$ cat config.mk
export PLATFORM = sky130hd
export DESIGN_NAME = adc_scan_scheduler_flat
export DESIGN_NICKNAME = d
export VERILOG_FILES = /design/src/rtl/adc_scan_scheduler_if.sv /design/src/rtl/adc_scan_scheduler.sv /design/src/flat_wrapper.sv
export SDC_FILE = /design/constraint.sdc
export NUM_CORES = 1
export LEC_CHECK = 0
export BUFFER_PORTS_ARGS = -buffer_cell sky130_fd_sc_hd__buf_2
export CORE_MARGIN = 1.5
export CORE_UTILIZATION = 51
export CTS_CLUSTER_DIAMETER = 30
export CTS_CLUSTER_SIZE = 40
export DETAILED_ROUTE_END_ITERATION = 16
export GPL_TIMING_DRIVEN = 0
export PLACE_DENSITY_LB_ADDON = 0.3
export SETUP_SLACK_MARGIN = 0.1
export SYNTH_ARGS = -nofsm -noshare
export SYNTH_HDL_FRONTEND = slang
export SYNTH_SLANG_ARGS = --single-unit
$ cat constraint.sdc
create_clock -name clk -period 2.3 [get_ports clk]
set_input_delay 0.23 -clock clk [delete_from_list [all_inputs] [get_ports clk]]
set_output_delay 0.23 -clock clk [all_outputs]
set_load 0.02 [all_outputs]
$ cat src/rtl/adc_scan_scheduler_if.sv
// ADC communicator and result bus between the scan scheduler and its peers.
// master = scheduler side, slave = ADC/consumer side.
interface adc_scan_scheduler_if #(
   parameter int CH_W   = 2,
   parameter int DATA_W = 8
);
   logic              convert;
   logic              adc_done;
   logic [DATA_W-1:0] adc_data;
   logic [CH_W-1:0]   ch_sel;
   logic              rd_n;
   logic [DATA_W-1:0] result_data;
   logic [CH_W-1:0]   result_ch;
   logic              result_valid;

   modport master (
      output convert,
      output ch_sel,
      output rd_n,
      output result_data,
      output result_ch,
      output result_valid,
      input  adc_done,
      input  adc_data
   );

   modport slave (
      input  convert,
      input  ch_sel,
      input  rd_n,
      input  result_data,
      input  result_ch,
      input  result_valid,
      output adc_done,
      output adc_data
   );
endinterface

$ cat src/rtl/adc_scan_scheduler.sv
// Multi-channel ADC scan scheduler: periodic or single-shot scans over a
// snapshotted channel mask, sequencing settle, convert, wait and read.
module adc_scan_scheduler #(
   parameter int NUM_CH        = 4,
   parameter int CH_W          = 2,
   parameter int DATA_W        = 8,
   parameter int SETTLE_CYCLES = 8,
   parameter int RD_CYCLES     = 2,
   parameter int TIMEOUT       = 64,
   parameter int PERIOD_W      = 16
) (
   input  logic                clk,
   input  logic                rst_n,
   input  logic                enable,
   input  logic [PERIOD_W-1:0] period,
   input  logic [NUM_CH-1:0]   ch_mask,
   input  logic                single_shot,
   adc_scan_scheduler_if.master bus,
   output logic                scan_done,
   output logic                busy,
   output logic                timeout_err,
   output logic                overrun
);

   localparam int CNT_W =
      $clog2(TIMEOUT + SETTLE_CYCLES + RD_CYCLES + 1);

   typedef enum logic [2:0] {
      IDLE,
      SETTLE,
      CONVERT,
      WAIT_DONE,
      READ,
      NEXT
   } state_t;

   state_t              state, state_nx;
   logic [PERIOD_W-1:0] per_cnt;
   logic [PERIOD_W-1:0] per_last;
   logic                tick;
   logic                trig;
   logic [NUM_CH-1:0]   mask_q;
   logic                load_mask;
   logic [CH_W-1:0]     ch_q, ch_nx;
   logic [CNT_W-1:0]    cnt, cnt_nx;
   logic                tmo_q, tmo_nx;
   logic                cap;
   logic [DATA_W-1:0]   res_data_q;
   logic [CH_W-1:0]     res_ch_q;
   logic [CH_W:0]       first_hit;
   logic [CH_W:0]       next_hit;
   logic                convert_c;
   logic                rd_n_c;
   logic                valid_c;

   // Lowest set bit of m at or above index from; MSB flags a hit.
   function automatic logic [CH_W:0] find_from(
      input logic [NUM_CH-1:0] m,
      input int                from
   );
      logic [CH_W:0] r;
      r = '0;
      for (int i = NUM_CH - 1; i >= 0; i--) begin
         if (m[i] && (i >= from)) begin
            r = {1'b1, CH_W'(i)};
         end
      end
      return r;
   endfunction

   assign first_hit = find_from(ch_mask, 0);
   assign next_hit  = find_from(mask_q, int'(ch_q) + 1);

   // period of 0 behaves as 1: terminal value 0, tick every cycle
   assign per_last = (period == '0) ? '0
                   : period - PERIOD_W'(1);
   assign tick = enable && (per_cnt == per_last);
   assign trig = (enable & tick) | single_shot;

   always_ff @(posedge clk or negedge rst_n) begin
      if (!rst_n) begin
         per_cnt <= '0;
      end else if (!enable || tick) begin
         per_cnt <= '0;
      end else begin
         per_cnt <= per_cnt + PERIOD_W'(1);
      end
   end

   always_ff @(posedge clk or negedge rst_n) begin
      if (!rst_n) begin
         state      <= IDLE;
         ch_q       <= '0;
         cnt        <= '0;
         tmo_q      <= 1'b0;
         mask_q     <= '0;
         res_data_q <= '0;
         res_ch_q   <= '0;
      end else begin
         state <= state_nx;
         ch_q  <= ch_nx;
         cnt   <= cnt_nx;
         tmo_q <= tmo_nx;
         if (load_mask) begin
            mask_q <= ch_mask;
         end
         if (cap) begin
            res_data_q <= bus.adc_data;
            res_ch_q   <= ch_q;
         end
      end
   end

   always_comb begin
      state_nx    = state;
      ch_nx       = ch_q;
      cnt_nx      = cnt;
      tmo_nx      = tmo_q;
      load_mask   = 1'b0;
      cap         = 1'b0;
      convert_c   = 1'b0;
      rd_n_c      = 1'b1;
      valid_c     = 1'b0;
      scan_done   = 1'b0;
      timeout_err = 1'b0;
      unique case (state)
         IDLE: begin
            if (trig && (ch_mask != '0)) begin
               load_mask = 1'b1;
               ch_nx     = first_hit[CH_W-1:0];
               cnt_nx    = '0;
               state_nx  = SETTLE;
            end
         end
         SETTLE: begin
            if (cnt == CNT_W'(SETTLE_CYCLES - 1)) begin
               cnt_nx   = '0;
               state_nx = CONVERT;
            end else begin
               cnt_nx = cnt + CNT_W'(1);
            end
         end
         CONVERT: begin
            convert_c = 1'b1;
            cnt_nx    = '0;
            tmo_nx    = 1'b0;
            state_nx  = WAIT_DONE;
         end
         WAIT_DONE: begin
            if (bus.adc_done) begin
               cnt_nx   = '0;
               state_nx = READ;
            end else if (cnt == CNT_W'(TIMEOUT - 1)) begin
               cnt_nx   = '0;
               tmo_nx   = 1'b1;
               state_nx = NEXT;
            end else begin
               cnt_nx = cnt + CNT_W'(1);
            end
         end
         READ: begin
            rd_n_c = 1'b0;
            if (cnt == CNT_W'(RD_CYCLES - 1)) begin
               cap      = 1'b1;
               cnt_nx   = '0;
               state_nx = NEXT;
            end else begin
               cnt_nx = cnt + CNT_W'(1);
            end
         end
         NEXT: begin
            valid_c     = !tmo_q;
            timeout_err = tmo_q;
            cnt_nx      = '0;
            if (next_hit[CH_W]) begin
               ch_nx    = next_hit[CH_W-1:0];
               state_nx = SETTLE;
            end else begin
               scan_done = 1'b1;
               state_nx  = IDLE;
            end
         end
         default: begin
            state_nx = IDLE;
         end
      endcase
   end

   // Strobes decode from the async-reset state so they drop with rst_n.
   assign busy    = (state != IDLE);
   assign overrun = busy && trig;

   assign bus.convert      = convert_c;
   assign bus.rd_n         = rd_n_c;
   assign bus.ch_sel       = ch_q;
   assign bus.result_valid = valid_c;
   assign bus.result_data  = res_data_q;
   assign bus.result_ch    = res_ch_q;

endmodule
$ cat src/flat_wrapper.sv
// flat-port wrapper written by rule: the top's interface ports become plain ports
module adc_scan_scheduler_flat 
#(
   parameter int NUM_CH        = 4,
   parameter int CH_W          = 2,
   parameter int DATA_W        = 8,
   parameter int SETTLE_CYCLES = 8,
   parameter int RD_CYCLES     = 2,
   parameter int TIMEOUT       = 64,
   parameter int PERIOD_W      = 16
)
  (clk, rst_n, enable, period, ch_mask, single_shot, scan_done, busy, timeout_err, overrun, bus_convert, bus_ch_sel, bus_rd_n, bus_result_data, bus_result_ch, bus_result_valid, bus_adc_done, bus_adc_data);
  adc_scan_scheduler_if #(.CH_W(CH_W), .DATA_W(DATA_W)) bus_i ();
  input  logic clk;
  input  logic rst_n;
  input  logic enable;
  input  logic [PERIOD_W-1:0] period;
  input  logic [NUM_CH-1:0] ch_mask;
  input  logic single_shot;
  output logic scan_done;
  output logic busy;
  output logic timeout_err;
  output logic overrun;
  output wire logic [$bits(bus_i.convert)-1:0] bus_convert;
  output wire logic [$bits(bus_i.ch_sel)-1:0] bus_ch_sel;
  output wire logic [$bits(bus_i.rd_n)-1:0] bus_rd_n;
  output wire logic [$bits(bus_i.result_data)-1:0] bus_result_data;
  output wire logic [$bits(bus_i.result_ch)-1:0] bus_result_ch;
  output wire logic [$bits(bus_i.result_valid)-1:0] bus_result_valid;
  input wire logic [$bits(bus_i.adc_done)-1:0] bus_adc_done;
  input wire logic [$bits(bus_i.adc_data)-1:0] bus_adc_data;
  assign bus_convert = bus_i.convert;
  assign bus_ch_sel = bus_i.ch_sel;
  assign bus_rd_n = bus_i.rd_n;
  assign bus_result_data = bus_i.result_data;
  assign bus_result_ch = bus_i.result_ch;
  assign bus_result_valid = bus_i.result_valid;
  assign bus_i.adc_done = bus_adc_done;
  assign bus_i.adc_data = bus_adc_data;
  adc_scan_scheduler #(.NUM_CH(NUM_CH), .CH_W(CH_W), .DATA_W(DATA_W), .SETTLE_CYCLES(SETTLE_CYCLES), .RD_CYCLES(RD_CYCLES), .TIMEOUT(TIMEOUT), .PERIOD_W(PERIOD_W)) u_core (.clk(clk), .rst_n(rst_n), .enable(enable), .period(period), .ch_mask(ch_mask), .single_shot(single_shot), .bus(bus_i), .scan_done(scan_done), .busy(busy), .timeout_err(timeout_err), .overrun(overrun));
endmodule
After elaboration in Yosys (flattened, before gate mapping)
Cells that the tools add are included.
{"block": "classes", "n_addsub": 4, "n_lt_le_gt_ge": 4, "n_eq_ne": 16, "mux": 39, "bitwise_logic": 2, "reduce_logical": 22}
{"op": "$ge 3x32->1 const A", "n": 2}
{"op": "$mux 7", "n": 5}
{"op": "$pmux 7 s5", "n": 1}
{"op": "$ge 1x32->1 const A", "n": 1}
{"op": "$ge 2x32->1 const A", "n": 1}
{"op": "$mux 16", "n": 2}
{"op": "$mux 3", "n": 9}
{"op": "$pmux 3 s6", "n": 1}
{"op": "$add 16x1->16 const B", "n": 1}
{"op": "$eq 16x16->1", "n": 1}
{"op": "$logic_not 16->1", "n": 1}
{"op": "$sub 16x1->16 const B", "n": 1}
{"op": "$mux 1", "n": 13}
{"op": "$mux 2", "n": 6}
{"op": "$ne 2x1->1 const B", "n": 5}
{"op": "$add 7x1->7 const B", "n": 1}
{"op": "$eq 7x1->1 const B", "n": 1}
{"op": "$eq 7x3->1 const B", "n": 1}
{"op": "$eq 7x6->1 const B", "n": 1}
{"op": "$logic_and 1x1->1", "n": 7}
{"op": "$eq 3x2->1 const B", "n": 2}
{"op": "$eq 3x3->1 const B", "n": 2}
{"op": "$reduce_and 3->1", "n": 2}
{"op": "$reduce_bool 5->1", "n": 1}
{"op": "17 further kinds", "n": 19}
{"block": "totals", "register_bits": 43, "input_bits": 33, "output_inout_bits": 19, "wordCells": 95}

Longest topological paths before layout
{"block": "logic_depth", "depth_word": 9, "ltp_mapped": 13, "mapped_depth_nobuf": 11}

Least setup slack after synthesis
No wires, ideal clock.
{"block": "synth_timing", "kind": "input -> register", "from": "in period[0]", "to": "reg u_core.ch_q[1] (netlist: u_core.bus.ch_sel[1])", "t_arrival_ns": 2.836, "t_required_ns": 2.176, "path_slack_ns": -0.659, "cell_stages": 11, "path_buffers": 0, "path_cell_list": "inv_1 ha_1 or4b_4 or3_1 a31o_1 a32oi_1 o2111ai_1 nor4_4 a21oi_2 or3_4 a211o_1"}
{"block": "synth_via", "elab_chain_cells": 9, "word_cells_on_any_way": 10, "classes_between": "add/sub (1); eq/ne (2); mux (1); bitwise (2); reduce/logical (4)"}
{"item": "from (decl)", "line": "flat_wrapper.sv:17", "rtl": "input logic [PERIOD_W-1:0] period;"}
{"item": "$sub 16x1->16 / $logic_not 16->1 (equally long branches)", "line": "adc_scan_scheduler.sv:76, adc_scan_scheduler.sv:75"}
{"item": "$mux 16 (*)", "line": "adc_scan_scheduler.sv:75", "rtl": "assign per_last = (period == '0) ? '0"}
{"item": "$eq 16x16->1 (*)", "line": "adc_scan_scheduler.sv:77", "rtl": "assign tick = enable && (per_cnt == per_last);"}
{"item": "$logic_and 1x1->1 (*)", "line": "adc_scan_scheduler.sv:77"}
{"item": "$and 1x1->1 (*)", "line": "adc_scan_scheduler.sv:78", "rtl": "assign trig = (enable & tick) | single_shot;"}
{"item": "$or 1x1->1 (*)", "line": "adc_scan_scheduler.sv:78"}
{"item": "$logic_and 1x1->1 (*)", "line": "adc_scan_scheduler.sv:128", "rtl": "if (trig && (ch_mask != '0)) begin"}
{"item": "$ne 2x1->1 (no source line) (*)"}
{"item": "$reduce_and 3->1 (no source line) (*)"}
{"item": "to (signal assigned)", "line": "adc_scan_scheduler.sv:101", "rtl": "ch_q <= ch_nx;"}
{"item": "to (decl)", "line": "adc_scan_scheduler.sv:44", "rtl": "logic [CH_W-1:0] ch_q, ch_nx;"}
Every way passes the cells marked *; elsewhere a longest branch is shown, timed or not.
A chain may end at the register's enable or synchronous reset.

Worst setup path in the final report
{"block": "layout_timing", "from": "in period[0]", "to": "out overrun"}
{"block": "layout_via", "elab_chain_cells": 7, "word_cells_on_any_way": 8, "classes_between": "add/sub (1); eq/ne (1); mux (1); bitwise (2); reduce/logical (3)"}
{"item": "$sub 16x1->16 / $logic_not 16->1 (equally long branches)", "line": "adc_scan_scheduler.sv:76, adc_scan_scheduler.sv:75"}
{"item": "$mux 16 (*)", "line": "adc_scan_scheduler.sv:75"}
{"item": "$eq 16x16->1 (*)", "line": "adc_scan_scheduler.sv:77"}
{"item": "$logic_and 1x1->1 (*)", "line": "adc_scan_scheduler.sv:77"}
{"item": "$and 1x1->1 (*)", "line": "adc_scan_scheduler.sv:78"}
{"item": "$or 1x1->1 (*)", "line": "adc_scan_scheduler.sv:78"}
{"item": "$logic_and 1x1->1 (*)", "line": "adc_scan_scheduler.sv:191", "rtl": "assign overrun = busy && trig;"}
{"item": "to (decl)", "line": "flat_wrapper.sv:23", "rtl": "output logic overrun;"}
Marked as above.

==> impl_metrics.env <==
export IMPL_drt_pre_antenna_iters=4
export IMPL_critical_path_endpoint_type="primary output"
export IMPL_io_pins=52
export IMPL_post_route_period_util_pct=122.6
export IMPL_area_growth_syn_to_layout_pct=25.85
export IMPL_die_width_um=77.83
export IMPL_ys_seq_elements=42
export IMPL_final_max_tran_viols=0
export IMPL_post_synthesis_instance_area_mm2=0.002855
export IMPL_core_area_mm2=0.005439
export IMPL_part_of_the_yosys_area_used_for_sequential_elements_pct=36.81
export IMPL_powerDensity_mw_per_mm2=445.2
export IMPL_timing_critical_path_cells="buf_12, inv_12, ha_4, or4b_4, or3_4, a31o_1, a32oi_1, o2111ai_2, nor4_4, a21oi_4, nor2_2, buf_6"
export IMPL_groute_usage_overall_pct=23.60
export IMPL_cts_hold_buffers=0
export IMPL_synth_warning_count=0
export IMPL_critPathLaunchType="input pin"
export IMPL_tritoncts="done"
export IMPL_route_detailed_vias_per_inst=5.708
export IMPL_first_global_vias=2497
export IMPL_cp_data_required_time_ns=2.07
export IMPL_synthesis_area_per_instance_um2=8.732
export IMPL_final_nets=430
export IMPL_grt_start_max_net_pins=43
export IMPL_drt_drc_violations_left=0
export IMPL_layout_drive_gt1_share_pct=30.20
export IMPL_global_route_wire_length_before_repair_um=11430
export IMPL_buffer_ports_inserted=47
export IMPL_tritoncts_num_sinks=42
export IMPL_wl_um=6887
export IMPL_vias=2660
export IMPL_vdd_drop_max_mv=0.3097
export IMPL_post_route_antenna_net_violation_count=0
export IMPL_synth_main_ff_cell="sky130_fd_sc_hd__dfrtp_1"
export IMPL_layoutNonFillerInstCount=466
export IMPL_crit_path_arrival_time_ns=2.59
export IMPL_ctsLongestPathBuffers=2
export IMPL_post_route_worst_setup_slack_ns=-0.5193
export IMPL_fp_row_count=27
export IMPL_finalWorstPathRequiredPeriod_ns=2.819
export IMPL_synth_edff_count=0
export IMPL_cts_inserted_buffers=5
export IMPL_syn_inst=327
export IMPL_power_total_mw=1.600
export IMPL_detailed_router_s_first_iteration_violation_count=111
export IMPL_p_leak_nw=1.533
export IMPL_initial_utilization_pct=52.50
export IMPL_fp_dieH_um=77.83
export IMPL_global_route_total_overflow=0
export IMPL_num_fill_cells=463
export IMPL_dp_final_hpwl_um=4964
export IMPL_cts_reportedPaths_clkPinSlew_ns=0.08
export IMPL_final_count_of_negative_setup_slack_endpoints=30
export IMPL_post_route_util_pct=66.07
export IMPL_post_drt_wl_per_cell_um=14.78
export IMPL_type_of_the_most_critical_hold_path="in -> async"
export IMPL_critical_path_max_fanout=4
export IMPL_cts_htree_levels=2
export IMPL_rsz_0062_raised_after_global_routing="true"
export IMPL_slew_limit_headroom_pct=39.31
export IMPL_placement_setup_worst_slack_ns=-1.140
export IMPL_place_gp_congestion=0.8679
export IMPL_async_reset_ff_share_pct=100.0
export IMPL_clock_skew_ns=0.008313
export IMPL_criticalPathCategory="in -> out"
export IMPL_synth_cell_type_count=55
export IMPL_cpPeakStageDelay_ns=0.49
export IMPL_failed_checks="negative setup slack"
export IMPL_worst_slew_pin_slew_ns=0.9104
export IMPL_outcome="finished, violations left"
export IMPL_fmax_ghz=0.3547
export IMPL_clock_insertion_delay_worst_skew_ns=0.30
export IMPL_hold_viol=0
export IMPL_floorplan_die_area_mm2=0.006057
export IMPL_placed_instances=446
export IMPL_clk_root_buffer_cell="sky130_fd_sc_hd__clkbuf_8"
export IMPL_critical_path_slowest_cell="sky130_fd_sc_hd__or4b_4"
export IMPL_synth_net_count=364
export IMPL_cap_viol_max_count=0
export IMPL_grt_antenna_before_repair=0
export IMPL_antenna_cells=0
==> worst paths after layout <==
kind                                          from                   endpoint  slack, ns  depth (start not counted)
setup / recovery                         period[0]                    overrun      -0.52                         12
hold / removal                               rst_n         u_core.per_cnt[12]       0.06                          1
setup reg to reg                 u_core.per_cnt[2]       u_core.bus.ch_sel[1]      -0.35                         10
hold reg to reg            u_core.bus.result_ch[0]    u_core.bus.result_ch[0]       0.48                          2
max in group asynchronous                    rst_n         u_core.per_cnt[15]       1.67                          1
min in group clk                   bus_adc_data[0]  u_core.bus.result_data[0]       0.15                          2
==> cells in the final DEF (no fill, tap or decap), drive strengths merged, types with 2 or more instances in the layout <==
| master | Yosys | layout |
|---|---|---|
| and3 | 9 | 9 |
| buf | 3 | 62 |
| nor2 | 43 | 43 |
| nand3b | 2 | 2 |
| nor3 | 13 | 13 |
| o311a | 3 | 3 |
| inv | 13 | 14 |
| nand2 | 23 | 23 |
| or4 | 4 | 4 |
| nand4 | 3 | 3 |
| o21ai | 15 | 15 |
| and2 | 2 | 2 |
| xnor2 | 16 | 16 |
| a211o | 3 | 3 |
| a22o | 6 | 6 |
| clkbuf | 8 | 13 |
| a32oi | 2 | 2 |
| nor3b | 4 | 4 |
| ha | 4 | 4 |
| nor2b | 2 | 2 |
| dfrtp | 42 | 42 |
| o211ai | 3 | 3 |
| xor2 | 12 | 12 |
| a22oi | 2 | 2 |
| a21o | 2 | 2 |
| nand2b | 8 | 8 |
| or3 | 5 | 5 |
| o41ai | 2 | 2 |
| o32ai | 2 | 2 |
| mux2 | 11 | 11 |
| nand3 | 19 | 19 |
| o2111ai | 4 | 4 |
| a21oi | 13 | 13 |
| nor4b | 3 | 3 |
| nor4 | 7 | 7 |
==> per-stage QoR <==
| stage | instance area (µm²) | hold slack (ns) | TNS (ns) |
|---|---|---|---|
| finish | 3593 | 0.05953 | -12.30 |
| global route | 3593 | 0.1402 | -16.29 |
| CTS | 3506 | 0.08457 | -14.88 |
| detailed placement | 3244 | 0.4196 | -26.30 |
| global placement | 3244 | 0.4136 | -26.16 |
| floorplan | 2919 | -0.06559 | -8.810 |
==> flip-flops by register name, summed over array words and instances, names as in the netlist <==
register and flops:
u_core.per_cnt 16, u_core.mask_q 3, u_core.bus.result_ch 2, u_core.cnt 7
u_core.tmo_q 1, u_core.state 3, u_core.bus.result_data 8, u_core.bus.ch_sel 2
==> critical path: cells and delay by family <==
kind,cells,cell delay (ns)
compound gates,4,0.70
fa+ha+maj,1,0.14
buf+inv,3,0.27
simple gates,4,1.24
==> report_power, final <==
part           switching (mW)  internal [mW]
Combinational           0.135          0.105
Clock                   0.270          0.325
Sequential             0.0121          0.752
==> what timing repair did <==
item / in CTS / in global routing
gates resized for setup: 23 / 19
buffers inserted: 8 / 3
pin swaps: 11 / 13
cloned: 1 / 0
setup endpoints to repair: 38 / 38
==> synth_stat cells, types with 3 or more instances <==
cell type	instances	share of area [%]
sky130_fd_sc_hd__nor2_1	43	5.7
sky130_fd_sc_hd__dfrtp_1	42	37
sky130_fd_sc_hd__nand2_1	23	3.0
sky130_fd_sc_hd__nand3_1	19	3.3
sky130_fd_sc_hd__xnor2_1	16	4.9
sky130_fd_sc_hd__o21ai_0	15	2.6
sky130_fd_sc_hd__inv_1	13	1.7
sky130_fd_sc_hd__nor3_1	13	2.3
sky130_fd_sc_hd__a21oi_1	12	2.1
sky130_fd_sc_hd__xor2_1	12	3.7
sky130_fd_sc_hd__mux2_2	11	4.3
sky130_fd_sc_hd__and3_1	9	2.0
sky130_fd_sc_hd__clkbuf_1	8	1.1
sky130_fd_sc_hd__nand2b_1	8	1.8
sky130_fd_sc_hd__a22o_1	6	1.8
sky130_fd_sc_hd__nor4_1	6	1.3
sky130_fd_sc_hd__ha_1	4	1.8
sky130_fd_sc_hd__nor3b_1	4	1.1
sky130_fd_sc_hd__o2111ai_1	4	1.2
sky130_fd_sc_hd__or3_1	4	0.88
sky130_fd_sc_hd__or4_1	4	1.1
sky130_fd_sc_hd__a211o_1	3	0.92
sky130_fd_sc_hd__nand4_1	3	0.66
sky130_fd_sc_hd__o211ai_1	3	0.79
sky130_fd_sc_hd__o311a_1	3	1.1
==> metal layers <==
layer  up-vias  global-route usage, %  wire, µm
met1      1248                  30.07      3188
met4         0                  9.636       153
li1       1327                      -         -
met2        70                  39.39      3249
met3        15                  4.118       297
met5         -                      0         0
==> final cells by class <==
| class | instances | area (µm²) | share of cell area, % |
|---|---|---|---|
| inverter | 13 | 66.31 | 1.845 |
| multi-input combinational | 261 | 1844 | 51.32 |
| clock inverter | 3 | 43.79 | 1.219 |
| buffer | 11 | 61.31 | 1.706 |
| clock buffer | 5 | 68.82 | 1.915 |
| tap | 72 | 90.09 | 2.507 |
| timing repair buffer | 59 | 367.9 | 10.24 |
| sequential | 42 | 1051 | 29.25 |
==> kinds of logic after synthesis <==
logic type / share of synthesized area (%)
AND/OR/NAND/NOR: 28.26
adder cells (fa/ha/maj): 1.753
multiplexers: 4.689
AO/OA/AOI/OAI: 16.39
XOR/XNOR: 8.589
flip-flops: 36.81
buffers and inverters: 3.506
(Power assumes the default switching activity.)
